## config.mk

```make
export PLATFORM = sky130hd
export DESIGN_NAME = seconds_timer
export DESIGN_NICKNAME = d
export VERILOG_FILES = /design/src/rtl/seconds_timer.sv
export SDC_FILE = /design/constraint.sdc
export NUM_CORES = 1
export LEC_CHECK = 0
export ABC_AREA = 1
export CAP_MARGIN = 20
export CORE_MARGIN = 3
export CORE_UTILIZATION = 57
export DETAILED_ROUTE_END_ITERATION = 12
export PLACE_DENSITY = 0.83
export SLEW_MARGIN = 20
export SYNTH_ARGS = -nofsm -noshare
export SYNTH_HDL_FRONTEND = slang
export SYNTH_SLANG_ARGS = --single-unit
```

## constraint.sdc

```tcl
create_clock -name clk -period 4.12 [get_ports clk]
set_input_delay 0.412 -clock clk [delete_from_list [all_inputs] [get_ports clk]]
set_output_delay 0.412 -clock clk [all_outputs]
set_load 0.01 [all_outputs]
```

## src/rtl/seconds_timer.sv

```systemverilog
// Countdown timer answering the traffic-light FSM's timing handshake: latches a duration in
// seconds, counts it down, then pulses finished. Optional build macro: TIMER_FAST_SIM_EN.
module seconds_timer #(
    parameter int unsigned CLK_HZ = 10000,
    parameter int unsigned CNT_W  = 16
) (
    input  logic             clk,
    input  logic             reset,
    input  logic             enable,
    input  logic [CNT_W-1:0] seconds_to_count,
    output logic             finished,
    output logic [CNT_W-1:0] seconds_left,
    output logic             busy
);

    localparam int unsigned      PRESC_W  = (CLK_HZ > 1) ? $clog2(CLK_HZ) : 1;
    localparam logic [PRESC_W-1:0] PRESC_TC = PRESC_W'(CLK_HZ - 1);

    typedef enum logic [1:0] {
        StKick,
        StLoad,
        StRun
    } state_e;

    state_e             state_q, state_d;
    logic [PRESC_W-1:0] presc_q, presc_d;
    logic [CNT_W-1:0]   seconds_left_q, seconds_left_d;
    logic               finished_q, finished_d;
    logic               busy_q, busy_d;
    logic               sec_tick;

`ifdef TIMER_FAST_SIM_EN
    assign sec_tick = 1'b1;
`else
    assign sec_tick = (presc_q == PRESC_TC);
`endif

    always_comb begin
        state_d        = state_q;
        presc_d        = presc_q;
        seconds_left_d = seconds_left_q;
        finished_d     = 1'b0;
        busy_d         = busy_q;
        if (enable) begin
            unique case (state_q)
                StKick: begin
                    finished_d = 1'b1;
                    state_d    = StLoad;
                end
                StLoad: begin
                    // The pulse cycle itself is spent in LOAD; latch only once the FSM has
                    // had the finished edge to present its next duration.
                    if (!finished_q) begin
                        seconds_left_d = (seconds_to_count == '0) ? CNT_W'(1) : seconds_to_count;
                        presc_d        = '0;
                        busy_d         = 1'b1;
                        state_d        = StRun;
                    end
                end
                StRun: begin
                    if (sec_tick) begin
                        presc_d = '0;
                        if (seconds_left_q == CNT_W'(1)) begin
                            seconds_left_d = '0;
                            busy_d         = 1'b0;
                            finished_d     = 1'b1;
                            state_d        = StLoad;
                        end else begin
                            seconds_left_d = seconds_left_q - CNT_W'(1);
                        end
                    end else begin
                        presc_d = presc_q + PRESC_W'(1);
                    end
                end
                default: state_d = StKick;
            endcase
        end
    end

    always_ff @(posedge clk) begin
        if (reset) begin
            state_q        <= StKick;
            presc_q        <= '0;
            seconds_left_q <= '0;
            finished_q     <= 1'b0;
            busy_q         <= 1'b0;
        end else begin
            state_q        <= state_d;
            presc_q        <= presc_d;
            seconds_left_q <= seconds_left_d;
            finished_q     <= finished_d;
            busy_q         <= busy_d;
        end
    end

    assign finished     = finished_q;
    assign seconds_left = seconds_left_q;
    assign busy         = busy_q;

endmodule
```

==> results_dict.tcl, run 1 <==
set metrics [dict create \
    wirelength_um 5550 \
    synth_seq_cells 34 \
    routed_via_density 5.47 \
    postCtsSetupRepairBufs 0 \
    tns_ns 0 \
    num_rows 21 \
    worst_setup_path_start_kind "flop" \
    max_freq_ghz 0.493 \
    place.gp.congestion 0.897 \
    cp_slowest_cell "nor2_2" \
    cellPowerDensity_nw_per_um2 327 \
    ys_warn_count 0 \
    layout_commonest_cell "nand2_1" \
    ir_drop_uv 275 \
    synth.net_count 368 \
    cts-htree-levels 2 \
    grt_max_degree 19 \
    drive_gt1_share_pct 7.05 \
    tightest_slew_ns 0.599 \
    skew_ns 0.00471 \
    detail-route-antenna-nets 0 \
    grt_pass1_wl_um 9450 \
    cts_root_buf "clkbuf_8" \
    overflow 0 \
    leakage_uw 0.00111 \
    hold_viol_final 0 \
    port_buffers 36 \
    finalMaxSlewViolations 0 \
    die_area_sq_um 4570 \
    start_util_pct 61.9 \
    clockBufferDepth 2 \
    clk_latency_ns 0.29 \
    dr_total_vias 2346 \
    critPathTopFamily "simple AND/OR/NAND/NOR gates" \
    cts_tree "done" \
    diodes 0 \
    layout_common_cells "nand2_1, nor2_1, clkdlybuf4s50_1" \
    die_x_um 67.6 \
    grtUsageTotal_pct 27.2 \
    layout.nets 405 \
    fin_util_pct 74.9 \
    maxSlewHeadroom_pct 59.9 \
    nFillCells 310 \
    numCtsBuffers 5 \
    postCtsHoldBufs 0 \
    avgSynthCellArea_sq_um 6.25 \
    clk_pin_slew_ns 0.07 \
    status "completed" \
    ys_seq_area_share_pct 31.5 \
    syn_area_sq_um 2160 \
    drt_iter0_drc 229 \
    fin_crit_sh_pct 49.2 \
    dieHeight_um 67.6 \
    cp.arrival_ns 2.21 \
    crit_buf_inv 2 \
    first_pass_iters 5 \
    io_pins 37 \
    drc_errors 0 \
    cp.required_ns 4.30 \
    rsz0062_at_grt "no" \
    critPathCaptureType "flop" \
    maxCapViolations 0 \
    synthDistinctLibCells 30 \
    areaGrowthSynthToFinish_pct 21.1 \
    core_area_sq_um 3490 \
    wl_per_cell_um 12.9 \
    hpwlAfterDp_um 4130 \
    antenna_found_initial 0 \
    path_cells "inv_2 -> nor2_2 -> nor2_2 -> nor2_8 -> nand2_4 -> inv_6 -> o21ai_0 -> nor2_1 -> nor2_1" \
    clock_sinks 34 \
    critPathMaxFanout 18 \
    netlist_instances 346 \
    first_global_vias 2086 \
    setup_viol 0 \
    hp-class "flop to flop" \
    cts.repair.resized 0 \
    critPathMaxStageDelay_ns 0.45 \
    period_minus_slack_ns 2.03 \
    path_class "flop to flop" \
]
[layout make-up]
cell class              count  area, sq um  share of cell area, %
clock buffers               5         68.8                   2.63
flip-flops and latches     34          681                   26.0
clock inverters             2         10.0                  0.382
well taps                  46         57.6                   2.20
repair buffers             36          360                   13.8
inverters                  37          144                   5.50
multi-input cells         269         1300                   49.5
[flip-flops by register name, summed over array words and instances (netlist names)]
| register | count |
|---|---|
| finished | 1 |
| seconds_left | 16 |
| state_q | 2 |
| busy | 1 |
| presc_q | 14 |
[routing by layer]
layer	share of wire, %	vias to the layer above	track usage (%)
li1	-	1171	-
met1	47	1074	38.0
met2	44	86	40.1
met3	6.5	15	6.66
met4	2.3	0	9.87
met5	0	-	0
[worst min-delay path, cell delays in order, from the launching register on]
cell	delay [ns]
dfxtp_1	0.32
nand2_1	0.06
a21oi_1	0.06
[power by group]
part | switching (uW) | leakage [uW] | internal (uW)
clock network | 121 | 0.0000438 | 113
logic | 150 | 0.000786 | 105
registers | 21.1 | 0.000276 | 345
total | 292 | 0.00111 | 564
[final timing paths]
kind                                  start              end  slack (ns)  depth (start not counted)
worst min register to register  presc_q[11]      presc_q[11]        0.48                          2
worst min-delay path            presc_q[11]      presc_q[11]        0.48                          2
worst max-delay path             state_q[1]  seconds_left[9]        2.09                          9
worst max register to register   state_q[1]  seconds_left[9]        2.09                          9
[kinds of logic (layout without fill, tap and decap cells)]
family | after synthesis | after routing | synth area share [%]
DFF | 34 | 34 | 31.5
xor gates and xnor gates | 12 | 12 | 4.86
adders and majority gates | 3 | 3 | 1.74
AOI/OAI and AO/OA | 46 | 46 | 11.7
and+or+nand+nor | 208 | 208 | 41.7
buffers and inverters | 43 | 80 | 8.56
[through the flow]
stage | instances | instance area [sq um] | total power (uW) | hold WS, ns | setup WS, ns
after floorplan | 346 | 2160 | 546 | 0.457 | 2.62
after detailed placement | 422 | 2540 | 627 | 0.469 | 1.97
after CTS | 429 | 2620 | 858 | 0.480 | 2.09
after global placement | 422 | 2540 | 623 | 0.470 | 2.02
final | 429 | 2620 | 856 | 0.480 | 2.09
after global routing | 429 | 2620 | 913 | 0.489 | 1.95
[cell usage after synthesis]
| master | n | share of area (%) |
|---|---|---|
| buf_4 | 1 | 0.35 |
| nand4_1 | 3 | 0.87 |
| xor2_1 | 9 | 3.6 |
| a211oi_1 | 1 | 0.35 |
| xnor2_1 | 3 | 1.2 |
| nand2_1 | 79 | 14 |
| o21bai_1 | 1 | 0.35 |
| nor3_2 | 1 | 0.46 |
| ha_1 | 3 | 1.7 |
| buf_6 | 2 | 1.0 |
| inv_1 | 32 | 5.6 |
| nand3_1 | 30 | 6.9 |
| or3_1 | 1 | 0.29 |
| inv_6 | 1 | 0.41 |
| clkbuf_1 | 3 | 0.52 |
| nand2_4 | 1 | 0.52 |
| o21ai_0 | 15 | 3.5 |
| dfxtp_1 | 34 | 31 |
| nand2_2 | 5 | 1.4 |
| nor2_4 | 1 | 0.52 |
| inv_2 | 4 | 0.69 |
| nor3_1 | 4 | 0.93 |
| nor2_8 | 1 | 0.93 |
| o211ai_2 | 2 | 1.2 |
| nor3b_1 | 2 | 0.69 |
| nor2_1 | 76 | 13 |
| o21ai_1 | 5 | 1.2 |
| a22oi_1 | 1 | 0.35 |
| nor2_2 | 4 | 1.2 |
| a21oi_1 | 21 | 4.9 |
(Power assumes the default switching activity.)
==> inputs of run 2 (changes only) <==
Settings changed: CORE_UTILIZATION 57 to 53, PLACE_DENSITY 0.83 to 0.78.
Clock period 4.12 ns to 2 ns, I/O delays scaled along.
==> run 2 against run 1 <==
Net effect: sequential power rose by 110%; sequential share of layout area fell by 0.74 points; design area rose by 2.9%; worst setup slack got worse by 1.8 ns; critical path depth rose by 1; flip-flop and latch count did not move; cell count rose by 1.2%; critical path type unchanged.
==> results_dict.tcl, run 2 (synthesis gave the netlist of run 1 again) <==
set metrics [dict create \
    num_rows 22 \
    internal_power_uw 1430 \
    dr_total_vias 2315 \
    critPathMaxStageDelay_ns 0.34 \
    clock_sinks 34 \
    r2r_cells 10 \
    place_area_sq_um 2560 \
    maxUsedRoutingLayer "met4" \
    final_area_sq_um 2690 \
    worst_setup_path_start_kind "flop" \
    crit_buf_inv 1 \
    drt_iter0_drc 209 \
    period_minus_slack_ns 1.70 \
    start_util_pct 56.9 \
    postCtsSetupRepairBufs 0 \
    clock_power_share_pct 37.8 \
    routed_via_density 5.33 \
    cellPowerDensity_nw_per_um2 766 \
    overflow 0 \
    max_freq_ghz 0.589 \
    dr_wl_met3_um 379 \
    clockBufferDepth 2 \
    place.gp.congestion 0.881 \
    cp_slowest_cell "dfxtp_1" \
    first_global_vias 2004 \
    path_cells "inv_1 -> ha_1 -> nand2_1 -> nor2_1 -> nand3_1 -> nand2_1 -> nand3_1 -> nor2_1 -> nor2_1 -> nor2_1" \
    cp.arrival_ns 1.94 \
    detail-route-antenna-nets 0 \
    cp.depth 10 \
    setup_slack_ns 0.301 \
    clk_pin_slew_ns 0.08 \
    seqCellArea_sq_um 681 \
    wl_per_cell_um 12.7 \
    layout_common_cells "nand2_1, nor2_1, clkdlybuf4s50_1" \
    hpwlAfterDp_um 4020 \
    cts_tree "done" \
    areaGrowthSynthToFinish_pct 24.6 \
    clk_latency_ns 0.30 \
    startpoint "seconds_left[0]" \
    layout.nets 407 \
    grt_max_degree 19 \
    multi_input_area_sq_um 1300 \
    grt_pass1_wl_um 9350 \
    min_from "busy" \
    grtUsageTotal_pct 23.2 \
    postCtsHoldBufs 0 \
    pwr-share-comb_pct 25.7 \
    die_x_um 69.9 \
    switching_share_pct 30.7 \
    fin_crit_sh_pct 85.0 \
    status "completed" \
    core_area_sq_um 3800 \
    critPathTopFamily "simple AND/OR/NAND/NOR gates" \
    first_pass_iters 5 \
    critPathMaxFanout 6 \
    diodes 0 \
    tns_ns 0 \
    finalMaxSlewViolations 0 \
    die_area_sq_um 4880 \
    io_pins 37 \
    cts.repair.resized 0 \
    tightest_slew_ns 0.466 \
    drc_errors 0 \
    antenna_found_initial 0 \
    wl_met1_um 2670 \
    wl_met2_um 2390 \
    wirelength_um 5520 \
    hold_viol_final 0 \
    cts-htree-levels 2 \
    dieHeight_um 69.9 \
    leakage_uw 0.00114 \
    path_class "flop to flop" \
    port_buffers 36 \
    hold_depth 2 \
    rsz0062_at_grt "no" \
    switchingPower_uw 633 \
    drive_gt1_share_pct 7.77 \
    critPathMostFrequentCell "nor2_1" \
    nFillCells 361 \
    ir_drop_uv 511 \
    numCtsBuffers 5 \
    skew_ns 0.0110 \
    layout_commonest_cell "nand2_1" \
    seq_power_share_pct 36.5 \
    pre_cts_slack_ns 0.284 \
    largest_reg_flops 16 \
    maxSlewHeadroom_pct 68.9 \
    cts_root_buf "clkbuf_8" \
    hp-class "flop to flop" \
    cp.required_ns 2.24 \
    maxCapViolations 0 \
    r2r_start "seconds_left[0]" \
    setup_viol 0 \
    critPathCaptureType "flop" \
]
==> run 2: metrics by stage <==
stage	power [uW]	util (%)	std cells	hold WS, ns
5_1_grt	2160	70.9	434	0.526
3_5_place_dp	1290	67.3	426	0.480
6_report	2060	70.9	434	0.484
3_3_place_gp	1280	67.3	426	0.461
2_1_floorplan	1120	-	346	0.328
4_1_cts	2070	70.9	434	0.490
==> run 2: power groups by stage <==
stage / clock (uW) / sequential, uW / combinational (uW)
3_5_place_dp: 0 / 768 / 523
2_1_floorplan: 0 / 773 / 352
4_1_cts: 790 / 752 / 528
6_report: 780 / 754 / 529
5_1_grt: 813 / 759 / 590
3_3_place_gp: 0 / 767 / 516
==> run 2: layout make-up <==
type	instances	area share, %
flip-flops and latches	34	25.3
clock inverters	3	2.55
clock buffers	5	2.55
well taps	48	2.23
multi-input cells	269	48.1
inverters	37	5.34
repair buffers	38	13.9
==> run 2: path summary, 6_finish.rpt <==
check | to | slack [ns]
setup / recovery | seconds_left[12] | 0.30
hold / removal | busy | 0.48
setup reg to reg | seconds_left[12] | 0.30
hold reg to reg | busy | 0.48
==> run 2: worst reg2reg max path, delay by kind of cell (launching register included) <==
| family | cells | cell delay [ns] |
|---|---|---|
| buf+inv | 1 | 0.13 |
| fa+ha+maj | 1 | 0.20 |
| flops | 1 | 0.34 |
| simple gates | 8 | 0.98 |
==> run 2: metal layers <==
layer	vias up	GRT usage (%)
met5	-	0
met4	0	5.11
met3	12	4.89
met2	104	35.0
met1	1025	33.9
li1	1174	-
==> inputs of run 3 (changes only) <==
Clock period 2 ns to 1.7 ns, I/O delays scaled along.
==> run 3 against run 2 <==
Net effect: worst hold slack got worse by 0.021 ns; non-clock buffer count rose by 14; design area rose by 5.8%; wire length rose by 6.9%; sequential share of layout area fell by 1.2 points; count of clock-buffer cells in the layout rose by 1; first-iteration DRC count fell by 9.6%; die area did not move.
==> results_dict.tcl, run 3 (synthesis gave the netlist of run 1 again) <==
set metrics [dict create \
    status "completed" \
    pwr-share-comb_pct 27.3 \
    cp.required_ns 1.89 \
    clk_latency_ns 0.29 \
    leakage_uw 0.00122 \
    drive_gt1_share_pct 13.0 \
    numCtsBuffers 5 \
    switching_share_pct 30.2 \
    hold_slack_ns 0.463 \
    maxSlewHeadroom_pct 81.3 \
    period_minus_slack_ns 1.60 \
    crit_buf_inv 1 \
    path_class "flop to flop" \
    wirelength_um 5900 \
    core_area_sq_um 3800 \
    drt_iter0_drc 189 \
    internal_power_uw 1760 \
    clock_power_share_pct 37.8 \
    critPathTopFamily "simple AND/OR/NAND/NOR gates" \
    ir_drop_uv 660 \
    antenna_found_initial 0 \
    wl_per_cell_um 13.2 \
    worstHoldEndpoint "finished" \
    r2r_cells 10 \
    start_util_pct 56.9 \
    hp-class "input port to flop" \
    critPathMaxFanout 18 \
    dp_cells 440 \
    tightest_slew_ns 0.279 \
    drc_errors 0 \
    cp_slowest_cell "dfxtp_2" \
    max_freq_ghz 0.626 \
    clk_pin_slew_ns 0.08 \
    detail-route-antenna-nets 0 \
    critPathMaxStageDelay_ns 0.35 \
    routed_via_density 5.23 \
    switchingPower_uw 760 \
    startpoint "presc_q[0]" \
    skew_ns 0.00834 \
    setup_viol 0 \
    path_cells "ha_2 -> nand3_1 -> nor2_1 -> nand2_2 -> nand2_4 -> nand2_8 -> inv_8 -> nand2_1 -> a21oi_1 -> nor2_1" \
    cellPowerDensity_nw_per_um2 883 \
    io_pins 37 \
    grt_pass1_wl_um 9780 \
    first_global_vias 2165 \
    min_from "enable" \
    critPathCaptureType "flop" \
    r2r_start "presc_q[0]" \
    seq_power_share_pct 34.9 \
    place.gp.congestion 0.914 \
    overflow 0 \
    die_x_um 69.9 \
    grt_max_degree 19 \
    rr_endpoint "seconds_left[14]" \
    clockBufferDepth 2 \
    dr_total_vias 2342 \
    multi_input_area_sq_um 1330 \
    layout.nets 421 \
    cts-htree-levels 2 \
    hpwlAfterDp_um 4210 \
    nFillCells 328 \
    layout_common_cells "nand2_1, nor2_1, clkdlybuf4s50_1" \
    layout_commonest_cell "nand2_1" \
    maxCapViolations 0 \
    hold_viol_final 0 \
    regToRegSetupSlack_ns 0.10 \
    stdcell_count 448 \
    postCtsSetupRepairBufs 0 \
    areaGrowthSynthToFinish_pct 31.8 \
    cts_tree "done" \
    fin_crit_sh_pct 94.0 \
    hold_depth 3 \
    clock_sinks 34 \
    diodes 0 \
    cts_root_buf "clkbuf_8" \
    seqCellArea_sq_um 686 \
    rsz0062_at_grt "yes" \
    cp.arrival_ns 1.78 \
    worst_setup_path_start_kind "flop" \
    largest_reg_flops 16 \
    first_pass_iters 6 \
    grtUsageTotal_pct 24.5 \
    dieHeight_um 69.9 \
    finalMaxSlewViolations 0 \
    num_rows 22 \
    port_buffers 36 \
    critPathMostFrequentCell "nor2_1" \
    die_area_sq_um 4880 \
]
-- run 3: cell count changes in the layout (fill, tap and decap cells not counted), sizes merged --
cell	delta
clkbuf	+1
buf	+14
clkinv	-1
-- run 3: per-stage QoR --
stage	total power, uW	area, sq um	util [%]	setup TNS, ns	setup slack (ns)
4_1_cts	2500	2800	73.8	0	0.0491
5_1_grt	2650	2850	75.0	-0.0176	-0.0141
6_report	2520	2850	75.0	0	0.102
2_1_floorplan	1320	2160	-	0	0.202
3_3_place_gp	1550	2660	70.1	0	0.0928
3_5_place_dp	1560	2660	70.1	0	0.0783
-- run 3: layout make-up --
class	instances	share of cell area [%]
Clock buffer	6	2.90
Clock inverter	2	2.11
Inverter	37	5.22
Multi-Input combinational cell	269	46.8
Sequential cell	34	24.1
Tap cell	48	2.11
Timing Repair Buffer	52	16.9
-- run 3: worst max-delay path by stage --
stage | endpoint | slack, ns | cells past startpoint
after floorplan | seconds_left[14] | 0.20 | 8
after global placement | presc_q[8] | 0.09 | 7
after detailed placement | seconds_left[6] | 0.08 | 9
after CTS | seconds_left[6] | 0.05 | 9
after global routing | presc_q[10] | -0.01 | 9
final | seconds_left[14] | 0.10 | 10
-- run 3: worst min-delay path, delay by kind of cell --
family	cells	cell delay (ns)
buffers and inverters	1	0.43
and+or+nand+nor	2	0.12
-- run 3: metal layers --
metal / global-route usage [%] / vias up / share of wire [%]
met4: 7.87 / 0 / 1.3
met2: 38.3 / 95 / 46
met5: 0 / - / 0
li1: - / 1210 / -
met1: 32.9 / 1026 / 45
met3: 6.47 / 11 / 7.6
-- run 3: power by group through the flow --
stage / clock network [uW] / registers, uW / logic, uW
floorplan: 0 / 909 / 414
global placement: 0 / 895 / 655
detailed placement: 0 / 894 / 661
CTS: 952 / 876 / 667
global route: 996 / 884 / 773
finish: 951 / 879 / 688
-- run 3: repair_timing --
item	4_1_cts	5_1_grt
hold buffers	0	0
resized for setup	0	14
setup endpoints to repair	0	18
